<file path="src/rtl/vga_pkg.sv">
// Shared VGA timing defaults, RGB565 colour constants and timing helpers.
package vga_pkg;

    localparam int DEF_H_ACTIVE = 640;
    localparam int DEF_H_FP     = 16;
    localparam int DEF_H_SYNC   = 96;
    localparam int DEF_H_BP     = 48;
    localparam int DEF_V_ACTIVE = 480;
    localparam int DEF_V_FP     = 10;
    localparam int DEF_V_SYNC   = 2;
    localparam int DEF_V_BP     = 33;

    localparam logic [15:0] RGB565_WHITE   = 16'hFFFF;
    localparam logic [15:0] RGB565_YELLOW  = 16'hFFE0;
    localparam logic [15:0] RGB565_CYAN    = 16'h07FF;
    localparam logic [15:0] RGB565_GREEN   = 16'h07E0;
    localparam logic [15:0] RGB565_MAGENTA = 16'hF81F;
    localparam logic [15:0] RGB565_RED     = 16'hF800;
    localparam logic [15:0] RGB565_BLUE    = 16'h001F;
    localparam logic [15:0] RGB565_BLACK   = 16'h0000;

    function automatic int timing_total(input int active, input int fp,
                                        input int sync, input int bp);
        return active + fp + sync + bp;
    endfunction

    function automatic int cnt_width(input int n);
        return (n > 1) ? $clog2(n) : 1;
    endfunction

endpackage

</file>
<file path="src/rtl/vga_delay_line.sv">
// W-bit, N-stage shift register with asynchronous reset to RST_VAL; every stage is exposed.
module vga_delay_line #(
    parameter int             W       = 1,
    parameter int             N       = 1,
    parameter logic [W-1:0]   RST_VAL = '0
) (
    input  logic         clk,
    input  logic         rst,
    input  logic [W-1:0] din,
    output logic [W-1:0] taps [N]
);

    always_ff @(posedge clk or posedge rst) begin
        if (rst) begin
            for (int i = 0; i < N; i++) taps[i] <= RST_VAL;
        end else begin
            taps[0] <= din;
            for (int i = 1; i < N; i++) taps[i] <= taps[i-1];
        end
    end

endmodule

</file>
<file path="src/rtl/vga_timing_gen.sv">
// Parametrised VGA timing generator with renderer request look-ahead and aligned RGB output.
// Optional colour-bar test pattern is built when VGA_TEST_PATTERN_EN is defined.
module vga_timing_gen
    import vga_pkg::*;
#(
    parameter int H_ACTIVE = DEF_H_ACTIVE,
    parameter int H_FP     = DEF_H_FP,
    parameter int H_SYNC   = DEF_H_SYNC,
    parameter int H_BP     = DEF_H_BP,
    parameter int V_ACTIVE = DEF_V_ACTIVE,
    parameter int V_FP     = DEF_V_FP,
    parameter int V_SYNC   = DEF_V_SYNC,
    parameter int V_BP     = DEF_V_BP,
    parameter bit HS_POL   = 1'b0,
    parameter bit VS_POL   = 1'b0,
    parameter int RGB_W    = 16,
    parameter int X_W      = 10,
    parameter int Y_W      = 10,
    parameter int PIPE_LAT = 1
) (
    input  logic             iVGA_CLK,
    input  logic             sys_rst,
    input  logic             iColor_SW,
    input  logic [RGB_W-1:0] irgb,
    output logic [X_W-1:0]   ovga_x,
    output logic [Y_W-1:0]   ovga_y,
    output logic             oreq,
    output logic             oframe_start,
    output logic             oline_start,
    output logic [RGB_W-1:0] vga_rgb,
    output logic             vga_hsync,
    output logic             vga_vsync,
    output logic             vga_valid
);

    localparam int H_TOTAL = timing_total(H_ACTIVE, H_FP, H_SYNC, H_BP);
    localparam int V_TOTAL = timing_total(V_ACTIVE, V_FP, V_SYNC, V_BP);
    localparam int H_CW    = cnt_width(H_TOTAL);
    localparam int V_CW    = cnt_width(V_TOTAL);
    localparam int HS_BEG  = H_ACTIVE + H_FP;
    localparam int HS_END  = H_ACTIVE + H_FP + H_SYNC;
    localparam int VS_BEG  = V_ACTIVE + V_FP;
    localparam int VS_END  = V_ACTIVE + V_FP + V_SYNC;

    generate
        if (PIPE_LAT < 0 || PIPE_LAT > 7) begin : g_bad_lat
            $error("vga_timing_gen: PIPE_LAT must be 0..7");
        end
        if (H_ACTIVE - 1 >= (2 ** X_W)) begin : g_bad_xw
            $error("vga_timing_gen: X_W too narrow for H_ACTIVE");
        end
        if (V_ACTIVE - 1 >= (2 ** Y_W)) begin : g_bad_yw
            $error("vga_timing_gen: Y_W too narrow for V_ACTIVE");
        end
    endgenerate

    logic [H_CW-1:0] hcnt;
    logic [V_CW-1:0] vcnt;
    int              h_i;
    int              v_i;

    assign h_i = int'(hcnt);
    assign v_i = int'(vcnt);

    always_ff @(posedge iVGA_CLK or posedge sys_rst) begin
        if (sys_rst) begin
            hcnt <= '0;
            vcnt <= '0;
        end else if (h_i == H_TOTAL - 1) begin
            hcnt <= '0;
            vcnt <= (v_i == V_TOTAL - 1) ? '0 : vcnt + 1'b1;
        end else begin
            hcnt <= hcnt + 1'b1;
        end
    end

    logic req_raw;
    logic hs_raw;
    logic vs_raw;

    assign req_raw = (h_i < H_ACTIVE) && (v_i < V_ACTIVE);
    assign hs_raw  = (h_i >= HS_BEG) && (h_i < HS_END);
    assign vs_raw  = (v_i >= VS_BEG) && (v_i < VS_END);

    // Counters already sit at (0,0) during reset; gating keeps the strobes quiet until release.
    assign oreq         = req_raw && !sys_rst;
    assign oline_start  = (h_i == 0) && !sys_rst;
    assign oframe_start = (h_i == 0) && (v_i == 0) && !sys_rst;
    assign ovga_x       = oreq ? X_W'(hcnt) : '0;
    assign ovga_y       = oreq ? Y_W'(vcnt) : '0;

`ifdef VGA_TEST_PATTERN_EN
    localparam int DL_W  = 6;
    localparam int BAR_W = (H_ACTIVE >= 8) ? H_ACTIVE / 8 : 1;

    function automatic logic [RGB_W-1:0] bar_colour(input logic [2:0] idx);
        case (idx)
            3'd0:    return RGB_W'(RGB565_WHITE);
            3'd1:    return RGB_W'(RGB565_YELLOW);
            3'd2:    return RGB_W'(RGB565_CYAN);
            3'd3:    return RGB_W'(RGB565_GREEN);
            3'd4:    return RGB_W'(RGB565_MAGENTA);
            3'd5:    return RGB_W'(RGB565_RED);
            3'd6:    return RGB_W'(RGB565_BLUE);
            default: return RGB_W'(RGB565_BLACK);
        endcase
    endfunction

    int         bar_i;
    logic [2:0] bar_idx;
    assign bar_i   = h_i / BAR_W;
    assign bar_idx = (bar_i > 7) ? 3'd7 : 3'(bar_i);
`else
    localparam int DL_W = 3;
`endif

    logic [DL_W-1:0] dl_in;
    logic [DL_W-1:0] dl_taps [PIPE_LAT+1];
    logic [DL_W-1:0] dl_out;
    logic [DL_W-1:0] dl_tap;

`ifdef VGA_TEST_PATTERN_EN
    assign dl_in = {req_raw, hs_raw, vs_raw, bar_idx};
`else
    assign dl_in = {req_raw, hs_raw, vs_raw};
`endif

    vga_delay_line #(
        .W (DL_W),
        .N (PIPE_LAT + 1)
    ) u_delay (
        .clk  (iVGA_CLK),
        .rst  (sys_rst),
        .din  (dl_in),
        .taps (dl_taps)
    );

    // The tap one stage ahead of the output lines up with the renderer's returned colour.
    generate
        if (PIPE_LAT == 0) begin : g_tap_direct
            assign dl_tap = dl_in;
        end else begin : g_tap_stage
            assign dl_tap = dl_taps[PIPE_LAT-1];
        end
    endgenerate

    assign dl_out = dl_taps[PIPE_LAT];

    logic [RGB_W-1:0] pix;
    logic [RGB_W-1:0] rgb_q;

`ifdef VGA_TEST_PATTERN_EN
    logic unused_tail;
    assign pix         = iColor_SW ? bar_colour(dl_tap[2:0]) : irgb;
    assign unused_tail = ^{dl_out[2:0], dl_tap[4:3]};
`else
    logic unused_tail;
    assign pix         = irgb;
    assign unused_tail = ^{iColor_SW, dl_tap[1:0]};
`endif

    always_ff @(posedge iVGA_CLK or posedge sys_rst) begin
        if (sys_rst) begin
            rgb_q <= '0;
        end else begin
            rgb_q <= dl_tap[DL_W-1] ? pix : '0;
        end
    end

    assign vga_rgb   = rgb_q;
    assign vga_valid = dl_out[DL_W-1];
    assign vga_hsync = dl_out[DL_W-2] ^ ~HS_POL;
    assign vga_vsync = dl_out[DL_W-3] ^ ~VS_POL;

endmodule
</file>
<file path="config.mk">
export PLATFORM = sky130hd
export DESIGN_NAME = vga_timing_gen
export DESIGN_NICKNAME = d
export VERILOG_FILES = /design/src/rtl/vga_pkg.sv /design/src/rtl/vga_delay_line.sv /design/src/rtl/vga_timing_gen.sv
export SDC_FILE = /design/constraint.sdc
export NUM_CORES = 1
export LEC_CHECK = 0
export CELL_PAD_IN_SITES_DETAIL_PLACEMENT = 0
export CELL_PAD_IN_SITES_GLOBAL_PLACEMENT = 1
export CORE_MARGIN = 1
export CORE_UTILIZATION = 35
export CTS_CLUSTER_SIZE = 40
export DETAILED_ROUTE_END_ITERATION = 8
export HOLD_SLACK_MARGIN = 0.02
export PLACE_DENSITY = 0.91
export SLEW_MARGIN = 25
export SYNTH_ARGS = -nofsm -noshare
export SYNTH_HDL_FRONTEND = slang
export SYNTH_SLANG_ARGS = --single-unit
export TNS_END_PERCENT = 30
</file>
<file path="constraint.sdc">
create_clock -name iVGA_CLK -period 3.9 [get_ports iVGA_CLK]
set_clock_uncertainty 0.1 [all_clocks]
set_input_delay 0.78 -clock iVGA_CLK [delete_from_list [all_inputs] [get_ports iVGA_CLK]]
set_output_delay 0.78 -clock iVGA_CLK [all_outputs]
set_load 0.05 [all_outputs]
</file>
# After elaboration in Yosys (flattened, before gate mapping)
# Index checks and enable logic that the tools add are counted.
totals:
  latch_bits: 0
  mem_bits_ro: 0
  inputBits: 19
  ramBits: 0
  ff_bits: 42
  elab_cells: 32
  n_memories: 0
  out_inout_bits: 42
classes:
  mul: 0
  add_sub_neg: 2
  mux: 5
  bitwise: 2
  shift: 0
  div: 0
  magnitude_cmp: 6
  n_reduce_logical: 10
  n_eq_ne: 2
ops:
  columns: ["op", "n"]
  rows:
  - ["$logic_not A32 Y1", 2]
  - ["$mux W10", 4]
  - ["$add A10 B1 Y10 const B", 2]
  - ["$lt A10 B10 Y1 const B", 2]
  - ["$lt A10 B9 Y1 const B", 2]
  - ["$mux W16", 1]
  - ["$eq A10 B10 Y1 const B", 1]
  - ["$eq A10 B9 Y1 const B", 1]
  - ["$ge A10 B10 Y1 const B", 1]
  - ["$ge A10 B9 Y1 const B", 1]
  - ["$logic_and A1 B1 Y1", 7]
  - ["$not A1 Y1", 2]
  - ["$logic_not A1 Y1", 1]

# Logic depth before layout (Yosys ltp)
depth:
  word_depth: 4
  depth_mapped: 7
  depth_no_buf: 6

# Hierarchy
# A second synthesis with hierarchy kept.
unflattened:
  hier_cells: 188
  hier_area_um2: 1935.6
modules_own_cells:
  columns: ["mod", "instances", "cells_per_inst", "area_each_um2", "seq_area_each_um2"]
  rows:
  - ["vga_timing_gen", 1, 181, 1781.7, 900.9]
  - ["vga_delay_line", 1, 7, 153.9, 150.1]

# Worst setup path before layout
# No wires, ideal clock.
synth_path:
  path_type: "in2out"
  start: "in sys_rst"
  end: "out oframe_start"
  cell_stages: 3
  arrival_ps: 3092
  path_buffers: 0
  path_slack_ps: -72
  required_ps: 3020
  path_cell_list: "nor4_1 and3_1 nor4b_1"
synth_via:
  elab_chain_cells: 2
synth_rtl:
  columns: ["element", "line_no", "text"]
  rows:
  - ["from (decl)", "vga_timing_gen.sv:22", "input logic sys_rst,"]
  - ["$logic_not A1 Y1 (no source line)", null, null]
  - ["$logic_and A1 B1 Y1", "vga_timing_gen.sv:88", "assign oframe_start = (h_i == 0) && (v_i == 0) && !sys_rst;"]
  - ["to (decl)", "vga_timing_gen.sv:28", "output logic oframe_start,"]
# No other way between the ends.

# Final worst setup path
layout_path:
  start: "in sys_rst"
  end: "out oline_start"
layout_via:
  elab_chain_cells: 2
layout_rtl:
  columns: ["element", "line_no", "text"]
  rows:
  - ["$logic_not A1 Y1 (no source line)", null, null]
  - ["$logic_and A1 B1 Y1", "vga_timing_gen.sv:87", "assign oline_start = (h_i == 0) && !sys_rst;"]
  - ["to (decl)", "vga_timing_gen.sv:29", "output logic oline_start,"]
# No other way between the ends.

==> impl_metrics.json <==
{
  "postCtsSetupRepairBufs": 0,
  "die_area_um2": 5989,
  "cts_buffer_depth": 2,
  "initial_core_util_pct": 36.13,
  "antenna_found_initial": 0,
  "worstSetupStartpoint": "sys_rst",
  "core-area_um2": 5507,
  "die_w_um": 77.39,
  "worstSetupEndpointType": "primary output",
  "cts-resized-gates": 0,
  "n_antenna_cell": 0,
  "synth_edf_count": 0,
  "hpwl_um": 3059,
  "dp_cells": 309,
  "ys_seq_elements": 42,
  "outcome": "complete, no violations",
  "final.period_utilization_pct": 83.93,
  "stdcell_count": 317,
  "htreeDepth": 2,
  "grt_usage_pct": 15.62,
  "maxSlewViolCount": 0,
  "p_leak_nw": 1.290,
  "cp_top_family": "buffers and inverters",
  "vias": 1569,
  "required_ns": 3.02,
  "drt-total-wl_um": 4205,
  "r2r-end": "vcnt[3]",
  "cts_root_buffer": "clkbuf_8",
  "async_flop_share_pct": 100.0,
  "tightest_slew_ns": 0.6200,
  "setup-violations-final": 0,
  "hp-start": "u_delay.taps[4]",
  "clkTransAtPathRegs_ns": 0.07,
  "wl_per_cell_um": 13.26,
  "setup_ws_ns": 0.6269,
  "rr_startpoint": "hcnt[0]",
  "crit_path_frequent_cell": "clkdlybuf4s50_1",
  "grt_max_degree": 39,
  "grt-ovfl-total": 0,
  "final_util_pct": 52.26,
  "cp.depth": 4,
  "seq_area_frac_synth_pct": 52.83,
  "fin_crit_ns": 3.273,
  "grt_pass1_vias": 1544,
  "path_cells": "clkdlybuf4s50_1, nor4_1, and3_1, clkdlybuf4s50_1",
  "dr.pass1.iters": 4,
  "grt_pass1_wl_um": 7355,
  "yosysWarningCount": 0,
  "drive_gt1_share_pct": 16.73,
  "cts_buffers": 5,
  "clock.fmax_ghz": 0.3055,
  "drt_iter0_markers": 129,
  "num_rows": 27,
  "finalSetupTns_ns": 0,
  "fin_nets": 267,
  "min_path_type": "reg -> reg",
  "finalHoldViolations": 0,
  "slowest_delay_ns": 0.81,
  "peakVddDrop_uv": 146.4,
  "cts_sinks": 42,
  "syn_area_um2": 1989,
  "via_per_inst": 4.950,
  "synth_ff_type": "dfrtp_1",
  "postSynthCellCount": 191,
  "ant_nets": 0,
  "holdPathEnd": "u_delay.taps[1]",
  "area_growth_syn_to_layout_pct": 44.65,
  "place_congestion": 0.7415,
  "rsz0062_at_grt": "no",
  "holdPathStages": 0,
  "nFillCells": 487,
  "cap_violations": 0,
  "crit_arrival_ns": 2.39,
  "worst-path-buf-inv": 2,
  "hold_buffers": 0,
  "synthDistinctLibCells": 38,
  "post-place-ws_ns": 0.6159,
  "clk_latency_ns": 0.29,
  "slew_headroom_pct": 58.67,
  "cp-start-kind": "primary input",
  "die-height_um": 77.39,
  "worst-setup-path-type": "in -> out",
  "pin_count": 61,
  "r2r_cells": 5,
  "avgSynthCellArea_um2": 10.42,
  "syn-num-nets": 214,
  "drc_errors": 0,
  "total_power_uw": 833.6,
  "port_buffers": 58,
  "rrSetupSlack_ns": 1.87,
  "crit_fanout": 2,
  "p_per_area_nw_per_um2": 289.7,
  "cp_slowest_cell": "clkdlybuf4s50_1",
  "cts_tree": "yes"
}
==> worst max path at each step <==
stage	to
finish	oline_start
global route	oline_start
CTS	oline_start
detailed placement	oline_start
global placement	oline_start
floorplan	ovga_y[1]
==> cells in the final DEF, fill, tap and decap left out, types with 2 or more instances in the layout <==
cell type,n
and3_1,21
nor4_1,2
clkbuf_8,6
nor2_1,9
nor3_1,2
a31oi_1,2
nand3_1,12
and2_1,19
xnor2_1,6
nand2_1,8
or3_1,2
a21oi_1,4
nand4_1,5
and3_2,3
buf_12,20
nor4b_1,2
ha_1,4
o31ai_1,2
inv_1,6
clkdlybuf4s50_1,37
dfrtp_1,42
buf_4,4
xor2_1,4
o21ai_0,5
==> layout make-up <==
cell class                 instances  area, µm²  share of cell area [%]
timing repair buffer              61      800.8                   27.83
inverter                           7      26.28                  0.9130
multi-input combinational        127      814.5                   28.30
tap                               72      90.09                   3.130
sequential                        42       1051                   36.52
clock inverter                     2      12.51                  0.4348
clock buffer                       6      82.58                   2.870
==> power by group <==
part	internal, mW	switching, mW
registers	0.443	0.00217
logic	0.0439	0.0604
clock network	0.142	0.142
==> metrics by stage <==
step	area, µm²	hold slack [ns]
3_3_place_gp	2783	0.2333
5_1_grt	2878	0.2742
3_5_place_dp	2783	0.2410
2_1_floorplan	1996	0.2312
4_1_cts	2878	0.2594
6_report	2878	0.2548
==> worst register-to-register path, cell delays in order, from the launching register on <==
cell and delay (ns):
dfrtp_1 0.43, ha_1 0.24, and4_1 0.38, nand3_1 0.32, or3_1 0.44, nand3_1 0.07
==> logic make-up (layout without fill, tap and decap cells) <==
kind of cell               Yosys count  after routing  share of synthesized area, %
and+or+nand+nor                     97             97                         29.12
DFF                                 42             42                         52.83
buffers and inverters               22             76                         6.541
AOI/OAI and AO/OA                   15             15                         4.402
xor gates and xnor gates            10             10                         4.402
adders and majority gates            4              4                         2.516
other                                1              1                        0.1885
==> metal layers <==
layer  GRT usage (%)  vias up  routed length, µm
li1                -      757                  -
met1           19.74      771               1794
met2           24.96       33               2186
met3           3.647        8                143
met4           7.925        0                 81
met5               0        -                  0
==> sequential cells by signal (all words and copies together) (netlist names) <==
register / flops
u_delay.taps: 6
vcnt: 10
hcnt: 10
vga_rgb: 16
==> cell usage after synthesis (4+ instances only) <==
library cell   n  area [µm²]
inv_1          7       26.28
xnor2_1        6       52.55
clkbuf_1       5       18.77
nor2_1         9       33.78
nand3_1       12       60.06
o21ai_0        5       25.02
and3_1        21       131.4
buf_4          4       30.03
and2_1        19       118.9
nand4_1        5       31.28
dfrtp_1       42        1051
ha_1           4       50.05
buf_6          4       45.04
a21oi_1        4       20.02
nand2_1        8       30.03
xor2_1         4       35.03
(Power assumes the default switching activity.)
